[src/rtl/dmem_bridge.sv]
// dmem_bridge: CPU data port to a slow req/ack word memory, with a one-entry
// posted write buffer, load forwarding from that buffer and a per-access watchdog.
module dmem_bridge #(
    parameter logic [31:0] BASE    = 32'h1001_0000,
    parameter int          AW      = 11,
    parameter int          TIMEOUT = 64
) (
    input  logic          clk,
    input  logic          rst,
    input  logic          d_e,
    input  logic          d_we,
    input  logic [31:0]   addr,
    input  logic [31:0]   wdata,
    output logic [31:0]   dm_out,
    output logic          stall,
    output logic          mem_req,
    output logic          mem_we,
    output logic [AW-1:0] mem_addr,
    output logic [31:0]   mem_wdata,
    input  logic [31:0]   mem_rdata,
    input  logic          mem_ack,
    output logic          bus_err
);
    localparam logic [1:0] S_IDLE    = 2'd0;
    localparam logic [1:0] S_WRITE   = 2'd1;
    localparam logic [1:0] S_READ    = 2'd2;
    localparam logic [1:0] S_RD_DONE = 2'd3;

    localparam int            CW       = $clog2(TIMEOUT) + 1;
    localparam logic [CW-1:0] CNT_LAST = CW'(TIMEOUT - 1);

    logic [1:0]    state_q, state_d;
    logic          wb_valid_q, wb_valid_d;
    logic [AW-1:0] wb_idx_q, wb_idx_d;
    logic [31:0]   wb_data_q, wb_data_d;
    logic [31:0]   rdata_q, rdata_d;
    logic [CW-1:0] cnt_q, cnt_d;
    logic          mem_req_q, mem_req_d;
    logic          mem_we_q, mem_we_d;
    logic [AW-1:0] mem_addr_q, mem_addr_d;
    logic [31:0]   mem_wdata_q, mem_wdata_d;
    logic          err_q, err_d;

    logic [31:0]   offset;
    logic          in_range;
    logic [AW-1:0] widx;
    logic          unused_byte_sel;

    // In range iff addr >= BASE and the byte offset fits in 2^AW words.
    assign offset          = addr - BASE;
    assign in_range        = (addr >= BASE) && (offset[31:AW+2] == '0);
    assign widx            = offset[AW+1:2];
    assign unused_byte_sel = ^offset[1:0];

    logic ack_ok, oor, is_st, is_ld, ld_hit, drain_ack, st_acc, accept;

    always_comb begin
        ack_ok    = mem_ack & mem_req_q;
        oor       = d_e & ~in_range;
        is_st     = d_e & in_range & d_we;
        is_ld     = d_e & in_range & ~d_we;
        ld_hit    = is_ld & wb_valid_q & (wb_idx_q == widx);
        drain_ack = (state_q == S_WRITE) & ack_ok;
        st_acc    = is_st & (~wb_valid_q | drain_ack);
        accept    = oor | st_acc | ld_hit | (is_ld & (state_q == S_RD_DONE));
    end

    // Gated by rst so the CPU is never held while the bridge is in reset.
    assign stall   = rst & d_e & ~accept;
    assign dm_out  = ld_hit ? wb_data_q : ((oor & ~d_we) ? 32'h0 : rdata_q);
    assign bus_err = (rst & oor) | err_q;

    assign mem_req   = mem_req_q;
    assign mem_we    = mem_we_q;
    assign mem_addr  = mem_addr_q;
    assign mem_wdata = mem_wdata_q;

    always_comb begin
        // NOTE: every target gets a hold default first so no path can infer a latch.
        state_d     = state_q;
        wb_valid_d  = wb_valid_q;
        wb_idx_d    = wb_idx_q;
        wb_data_d   = wb_data_q;
        rdata_d     = rdata_q;
        cnt_d       = cnt_q;
        mem_req_d   = mem_req_q;
        mem_we_d    = mem_we_q;
        mem_addr_d  = mem_addr_q;
        mem_wdata_d = mem_wdata_q;
        err_d       = 1'b0;

        case (state_q)
            S_IDLE: begin
                if (wb_valid_q) begin
                    state_d     = S_WRITE;
                    mem_req_d   = 1'b1;
                    mem_we_d    = 1'b1;
                    mem_addr_d  = wb_idx_q;
                    mem_wdata_d = wb_data_q;
                    cnt_d       = '0;
                end else if (st_acc) begin
                    // Store into an empty buffer is issued straight away.
                    state_d     = S_WRITE;
                    mem_req_d   = 1'b1;
                    mem_we_d    = 1'b1;
                    mem_addr_d  = widx;
                    mem_wdata_d = wdata;
                    cnt_d       = '0;
                end else if (is_ld) begin
                    state_d    = S_READ;
                    mem_req_d  = 1'b1;
                    mem_we_d   = 1'b0;
                    mem_addr_d = widx;
                    cnt_d      = '0;
                end
            end
            S_WRITE: begin
                if (ack_ok) begin
                    state_d    = S_IDLE;
                    mem_req_d  = 1'b0;
                    wb_valid_d = 1'b0;
                end else if (cnt_q == CNT_LAST) begin
                    state_d    = S_IDLE;
                    mem_req_d  = 1'b0;
                    wb_valid_d = 1'b0;
                    err_d      = 1'b1;
                end else begin
                    cnt_d = cnt_q + 1'b1;
                end
            end
            S_READ: begin
                if (ack_ok) begin
                    state_d   = S_RD_DONE;
                    mem_req_d = 1'b0;
                    rdata_d   = mem_rdata;
                end else if (cnt_q == CNT_LAST) begin
                    state_d   = S_RD_DONE;
                    mem_req_d = 1'b0;
                    rdata_d   = 32'hDEAD_BEEF;
                    err_d     = 1'b1;
                end else begin
                    cnt_d = cnt_q + 1'b1;
                end
            end
            S_RD_DONE: state_d = S_IDLE;
            default:   state_d = S_IDLE;
        endcase

        // A store accepted on the drain-ack edge refills the buffer it just freed.
        if (st_acc) begin
            wb_valid_d = 1'b1;
            wb_idx_d   = widx;
            wb_data_d  = wdata;
        end
    end

    // NOTE: flops take only non-blocking assignments so each samples its pre-edge inputs.
    always_ff @(posedge clk or negedge rst) begin
        if (!rst) begin
            state_q     <= S_IDLE;
            wb_valid_q  <= 1'b0;
            wb_idx_q    <= '0;
            wb_data_q   <= '0;
            rdata_q     <= '0;
            cnt_q       <= '0;
            mem_req_q   <= 1'b0;
            mem_we_q    <= 1'b0;
            mem_addr_q  <= '0;
            mem_wdata_q <= '0;
            err_q       <= 1'b0;
        end else begin
            state_q     <= state_d;
            wb_valid_q  <= wb_valid_d;
            wb_idx_q    <= wb_idx_d;
            wb_data_q   <= wb_data_d;
            rdata_q     <= rdata_d;
            cnt_q       <= cnt_d;
            mem_req_q   <= mem_req_d;
            mem_we_q    <= mem_we_d;
            mem_addr_q  <= mem_addr_d;
            mem_wdata_q <= mem_wdata_d;
            err_q       <= err_d;
        end
    end

endmodule

[config.mk]
export PLATFORM = sky130hd
export DESIGN_NAME = dmem_bridge
export DESIGN_NICKNAME = d
export VERILOG_FILES = /design/src/rtl/dmem_bridge.sv
export SDC_FILE = /design/constraint.sdc
export NUM_CORES = 1
export LEC_CHECK = 0
export ABC_AREA = 1
export CAP_MARGIN = 15
export CELL_PAD_IN_SITES_DETAIL_PLACEMENT = 0
export CELL_PAD_IN_SITES_GLOBAL_PLACEMENT = 1
export CORE_MARGIN = 5
export CORE_UTILIZATION = 35
export CTS_CLUSTER_DIAMETER = 150
export DETAILED_ROUTE_END_ITERATION = 16
export GPL_ROUTABILITY_DRIVEN = 0
export HOLD_SLACK_MARGIN = 0.03
export PLACE_DENSITY = 0.9
export SYNTH_ARGS = -nofsm -noshare
export SYNTH_HDL_FRONTEND = slang
export SYNTH_SLANG_ARGS = --single-unit
[constraint.sdc]
create_clock -name clk -period 4.4 [get_ports clk]
set_input_delay 0.88 -clock clk [delete_from_list [all_inputs] [get_ports clk]]
set_output_delay 0.88 -clock clk [all_outputs]
set_load 0.005 [all_outputs]
Yosys cells after proc, flatten, opt, wreduce, memory -nomap -nowiden
Index checks and enable logic that the tools add are counted.

storage, ports and cells
  input bits = 101
  memory bits (read-only) = 0
  memories = 0
  RAM bits = 0
  latch bits = 0
  word-level logic and storage cells = 102
  flip-flop bits (word level) = 131

operators by class
  shift-type cells = 0
  div/mod/pow operators = 0
  order comparisons = 1
  $mul = 0
  multiplexer cells = 37
  eq/ne operators = 11
  reductions and logical operators = 17
  bitwise gates (word level) = 23
  $add $sub $neg = 2

operators by type and width
  cell                                                    count
  2-to-1 mux 32 bit                                       6
  2-to-1 mux 7 bit                                        5
  2-to-1 mux 11 bit                                       3
  >= comparator 32 x 29 -> 1 bit (second input constant)  1
  subtractor 32 x 29 -> 32 bit (second input constant)    1
  logical NOT 19 bit                                      1
  bitwise AND 1 bit                                       14
  2-to-1 mux 2 bit                                        7
  case mux 7 bit (2 select lines)                         1
  2-to-1 mux 1 bit                                        13
  equality test 11 bit                                    1
  case mux 2 bit (4 select lines)                         1
  AND reduction 2 bit                                     4
  nonzero test 2 bit                                      4
  adder 7 x 1 -> 7 bit (second input constant)            1
  equality test 7 x 6 -> 1 bit (second input constant)    1
  AND reduction 3 bit                                     2
  nonzero test 3 bit                                      2
  OR 1 bit                                                5
  equality test 2 bit (second input constant)             2
  != test 2 bit (second input constant)                   2
  != test 4 bit (second input constant)                   1
  inverter 1 bit                                          4
  AND reduction 4 bit                                     1
  other kinds (8)                                         8

Logic depth before layout (Yosys ltp)
  word-level depth = 11
  mapped depth = 17

Worst setup path before layout
Ideal clock, no wire load.

  path type = input-to-output
  start point = in addr[17]
  end point = out stall
  data required time = 3.520 ns
  path slack = 1.115 ns
  arrival time = 2.405 ns
  stages on the path = 17
  path through = inv_1 -> ha_1 -> nand2_1 -> inv_1 -> nand2_1 -> nor2_1 -> nand3_1 -> nor2_1 -> nand3_1 -> nor2_4 -> nand4_2 -> inv_2 -> nand2_2 -> buf_6 -> buf_6 -> nand2_1 -> nor2_1

between the ends
  word-level cells in the longest chain between the ends = 11
  elaborated cells on any way between the ends = 18

RTL lines
  what                                                  RTL line  RTL
  start, declared                                       12        input logic [31:0] addr,
  subtractor 32 x 29 -> 32 bit                          50        assign offset = addr - BASE;
  logical NOT 19 bit                                    51        assign in_range = (addr >= BASE) && (offset[31:AW+2] == '0);
  logical AND 1 bit (*)                                 51
  bitwise AND 1 bit                                     60, 61
  bitwise AND 1 bit (on tied branches)                  60, 61
  bitwise AND 1 bit (on tied branches)                  64, 62
  OR 1 bit / bitwise AND 1 bit (equally long branches)  65, 62
  OR 1 bit                                              65        accept = oor | st_acc | ld_hit | (is_ld & (state_q == S_RD_DONE));
  OR 1 bit (*)                                          65
  inverter 1 bit (*)                                    69        assign stall = rst & d_e & ~accept;
  bitwise AND 1 bit (*)                                 69
  end, declared                                         15        output logic stall,

Mark *: on every way between the ends. The rest lies on a longest branch, timed or not.

Worst setup path after layout
  start point = in addr[16]
  end point = out dm_out[29]

between the ends
  word-level cells in the longest chain between the ends = 8
  elaborated cells on any way between the ends = 13

RTL lines
  what                                                           RTL line  RTL
  subtractor 32 x 29 -> 32 bit                                   50
  logical NOT 19 bit                                             51
  logical AND 1 bit (*)                                          51
  bitwise AND 1 bit / inverter 1 bit (equally long branches)     61, 59
  bitwise AND 1 bit (on tied branches)                           61, 59
  bitwise AND 1 bit (on tied branches)                           62, 70
  bitwise AND 1 bit / 2-to-1 mux 32 bit (equally long branches)  62, 70
  2-to-1 mux 32 bit (*)                                          70        assign dm_out = ld_hit ? wb_data_q : ((oor & ~d_we) ? 32'h0 : rdata_q);
  end, declared                                                  14        output logic [31:0] dm_out,

Marks and branches as above.

==> run_results.csv <==
group,metric,value,unit
timing,rsz0062_at_grt,"yes",
cells_and_area,final_nets,1105,
detailed_routing,wirelength,20.8,mm
clocking,cts_made_buffers,17,
timing,fmax,0.230,GHz
yosys,synth_nets,927,
global_route,grt_usage,0.186,
global_route,antenna_found_initial,0,
power,power_density,400,mW/mm^2
timing,holdWs,0.389,ns
yosys,synth_cells,819,
global_route,grt_pass1_wl,32.8,mm
setup_path,path_max_fanout,23,
power,finalPower,0.00385,W
cells_and_area,fill_cells,1831,
floorplanning,core_region_area,0.0194,mm^2
timing,tns,0,ns
setup_path,crit_required,3.52,ns
detailed_routing,num_vias,6312,
timing,tightest_slew,0.976,ns
timing,fin_crit_sh,0.989,
yosys,syn_avg_cell_area,8.37,um^2
timing,hold_violations,0,
clocking,cts_tree,"built",
cells_and_area,antenna_cells,0,
yosys,seq_area_frac_synth,0.478,
detailed_routing,first_iter_violations,319,
clocking,clockRootBuffer,"clkbuf_16",
setup_path,crit_type,"in -> out",
setup_path,start_kind,"input pin",
power,ir_drop,0.000286,V
timing,skew,0.0103,ns
floorplanning,die_w,150,um
placed_design,io_buffers,179,
yosys,synth_area,0.00686,mm^2
floorplanning,start_util,0.354,
setup_path,r2r_slack,1.85,ns
floorplanning,dieHeight,150,um
cells_and_area,mostFrequentLayoutCell,"nand2_1",
floorplanning,rows,51,
setup_path,arrival,3.47,ns
floorplanning,dieArea,0.0225,mm^2
yosys,synth_flop_cell,"dfrtp_1",
detailed_routing,avgRoutedWirePerCell,16.3,um
clocking,cts_hold_buf,0,
detailed_routing,drtPass1Iterations,5,
cells_and_area,drive_above_1_share,0.0980,
global_route,grt_max_degree,64,
yosys,ys_seq_elements,131,
timing,setup_viol,0,
job,cap_violations,0,
yosys,yosysWarnings,0,
power,leakage,4.69,nW
clocking,clk_pin_slew,0.06,ns
clocking,clk_latency,0.41,ns
yosys,synth_cell_types,35,
timing,relSlewSlack,0.349,
timing,period_minus_slack,4.35,ns
clocking,cts_num_sinks,131,
hold_path,hold_class,"in -> async",
global_route,first_global_vias,6210,
clocking,htreeDepth,4,
global_route,grt-ovfl-total,0,
placed_design,dpl.hpwl,14.4,mm
detailed_routing,viasPerCell,4.95,
yosys,synthArstFlopShare,1.00,
cells_and_area,area_growth,40.5,%
detailed_routing,drc,0,
yosys,synth_edf_count,0,
floorplanning,ios,180,
detailed_routing,ant_nets,0,
outcome,status,"finished clean",
clocking,cts_buffer_depth,2,
placed_design,pre_cts_slack,0.00624,ns
cells_and_area,mostFrequentLayoutCells,"247 x nand2_1, 150 x clkdlybuf4s50_1, 130 x dfrtp_1, 116 x nand3_1, 46 x nor2_1",
timing,drv_slew,0,
timing,worst_slack,0.0477,ns
setup_path,cp-end-kind,"output pin",
==> cell families after synthesis <==
family          synth area share
fa+ha+maj                 0.0128
compound gates             0.112
buf+inv                   0.0686
simple gates               0.273
mux                       0.0467
xor+xnor                 0.00894
flops                      0.478
==> power breakdown <==
group          switching, W  internal, W  total [W]
Combinational      0.000447     0.000484   0.000931
Sequential         0.000101      0.00136    0.00146
Clock              0.000541     0.000920    0.00146
Total               0.00109      0.00276    0.00385
==> worst paths after layout <==
check                                            start                 endpoint  cells after the start
worst max-delay path                          addr[16]               dm_out[29]                     17
min in group clk                    mem_we$_DFFE_PN0P_       mem_we$_DFFE_PN0P_                      2
worst max register to register  wb_valid_q$_DFFE_PN0P_     cnt_q[6]$_DFFE_PN0P_                      6
worst min register to register      mem_we$_DFFE_PN0P_       mem_we$_DFFE_PN0P_                      2
worst min-delay path                               rst  rdata_q[21]$_DFFE_PN0P_                      1
max in group asynchronous                          rst  rdata_q[24]$_DFFE_PN0P_                      2
==> critical path: stages <==
cell and delay (ns):
clkdlybuf4s50_1 0.48, inv_1 0.06, ha_1 0.27, nand2_1 0.05, inv_1 0.05, nand2_1 0.04
nor2_1 0.08, nand3_1 0.08, nor2_1 0.09, nand3_1 0.12, nor2_4 0.12, nand3_2 0.10
nor2_4 0.17, buf_12 0.19, nand3_1 0.11, nand2_1 0.09, clkdlybuf4s50_1 0.49
==> state kept, by name, summed over array words and instances, names as in the netlist <==
register,count
mem_wdata,32
rdata_q,32
wb_data_q,32
mem_addr,11
wb_idx_q,11
cnt_q,7
state_q,2
err_q,1
mem_req,1
mem_we,1
wb_valid_q,1
==> per-layer routing <==
| layer | track usage | up-vias | share of wire |
|---|---|---|---|
| met3 | 0.0572 | 26 | 0.078 |
| met1 | 0.237 | 2975 | 0.42 |
| li1 | - | 3087 | - |
| met5 | 0 | - | 0 |
| met4 | 0.0581 | 0 | 0.021 |
| met2 | 0.302 | 224 | 0.48 |
==> Yosys cell counts (4+ instances only) <==
library cell	number	area [um^2]
a22o_1	8	70.1
nand4_1	8	50.1
nand2_1	248	931
xor2_1	7	61.3
o21ai_1	30	150
nor2_1	47	176
mux2i_1	32	320
nand3_1	116	581
clkbuf_1	18	67.6
dfrtp_1	131	3280
buf_2	12	60.1
o22a_1	24	210
inv_2	4	15.0
o21ai_2	19	166
ha_1	7	87.6
o21ai_0	22	110
inv_1	44	165
buf_6	13	146
==> stage by stage <==
| stage | area, um^2 | instances | util |
|---|---|---|---|
| 2_1_floorplan | 6860 | 819 | - |
| 3_3_place_gp | 8950 | 1243 | 0.461 |
| 3_5_place_dp | 8950 | 1243 | 0.461 |
| 4_1_cts | 9570 | 1275 | 0.493 |
| 5_1_grt | 9640 | 1275 | 0.497 |
| 6_report | 9640 | 1275 | 0.497 |
==> layout make-up <==
type | instances | area (um^2) | share of cell area
inverter | 49 | 184 | 0.0191
multi-input combinational | 594 | 3130 | 0.324
sequential | 131 | 3280 | 0.340
clock inverter | 13 | 158 | 0.0164
clock buffer | 19 | 453 | 0.0470
timing repair buffer | 204 | 2100 | 0.218
tap | 265 | 332 | 0.0344
==> timing repair <==
item / in CTS / in global routing
gates resized for setup: 1 / 28
buffers inserted: 0 / 0
endpoints found under the setup margin: 1 / 33
hold endpoints to repair: 0 / 0
(Power assumes the default switching activity.)
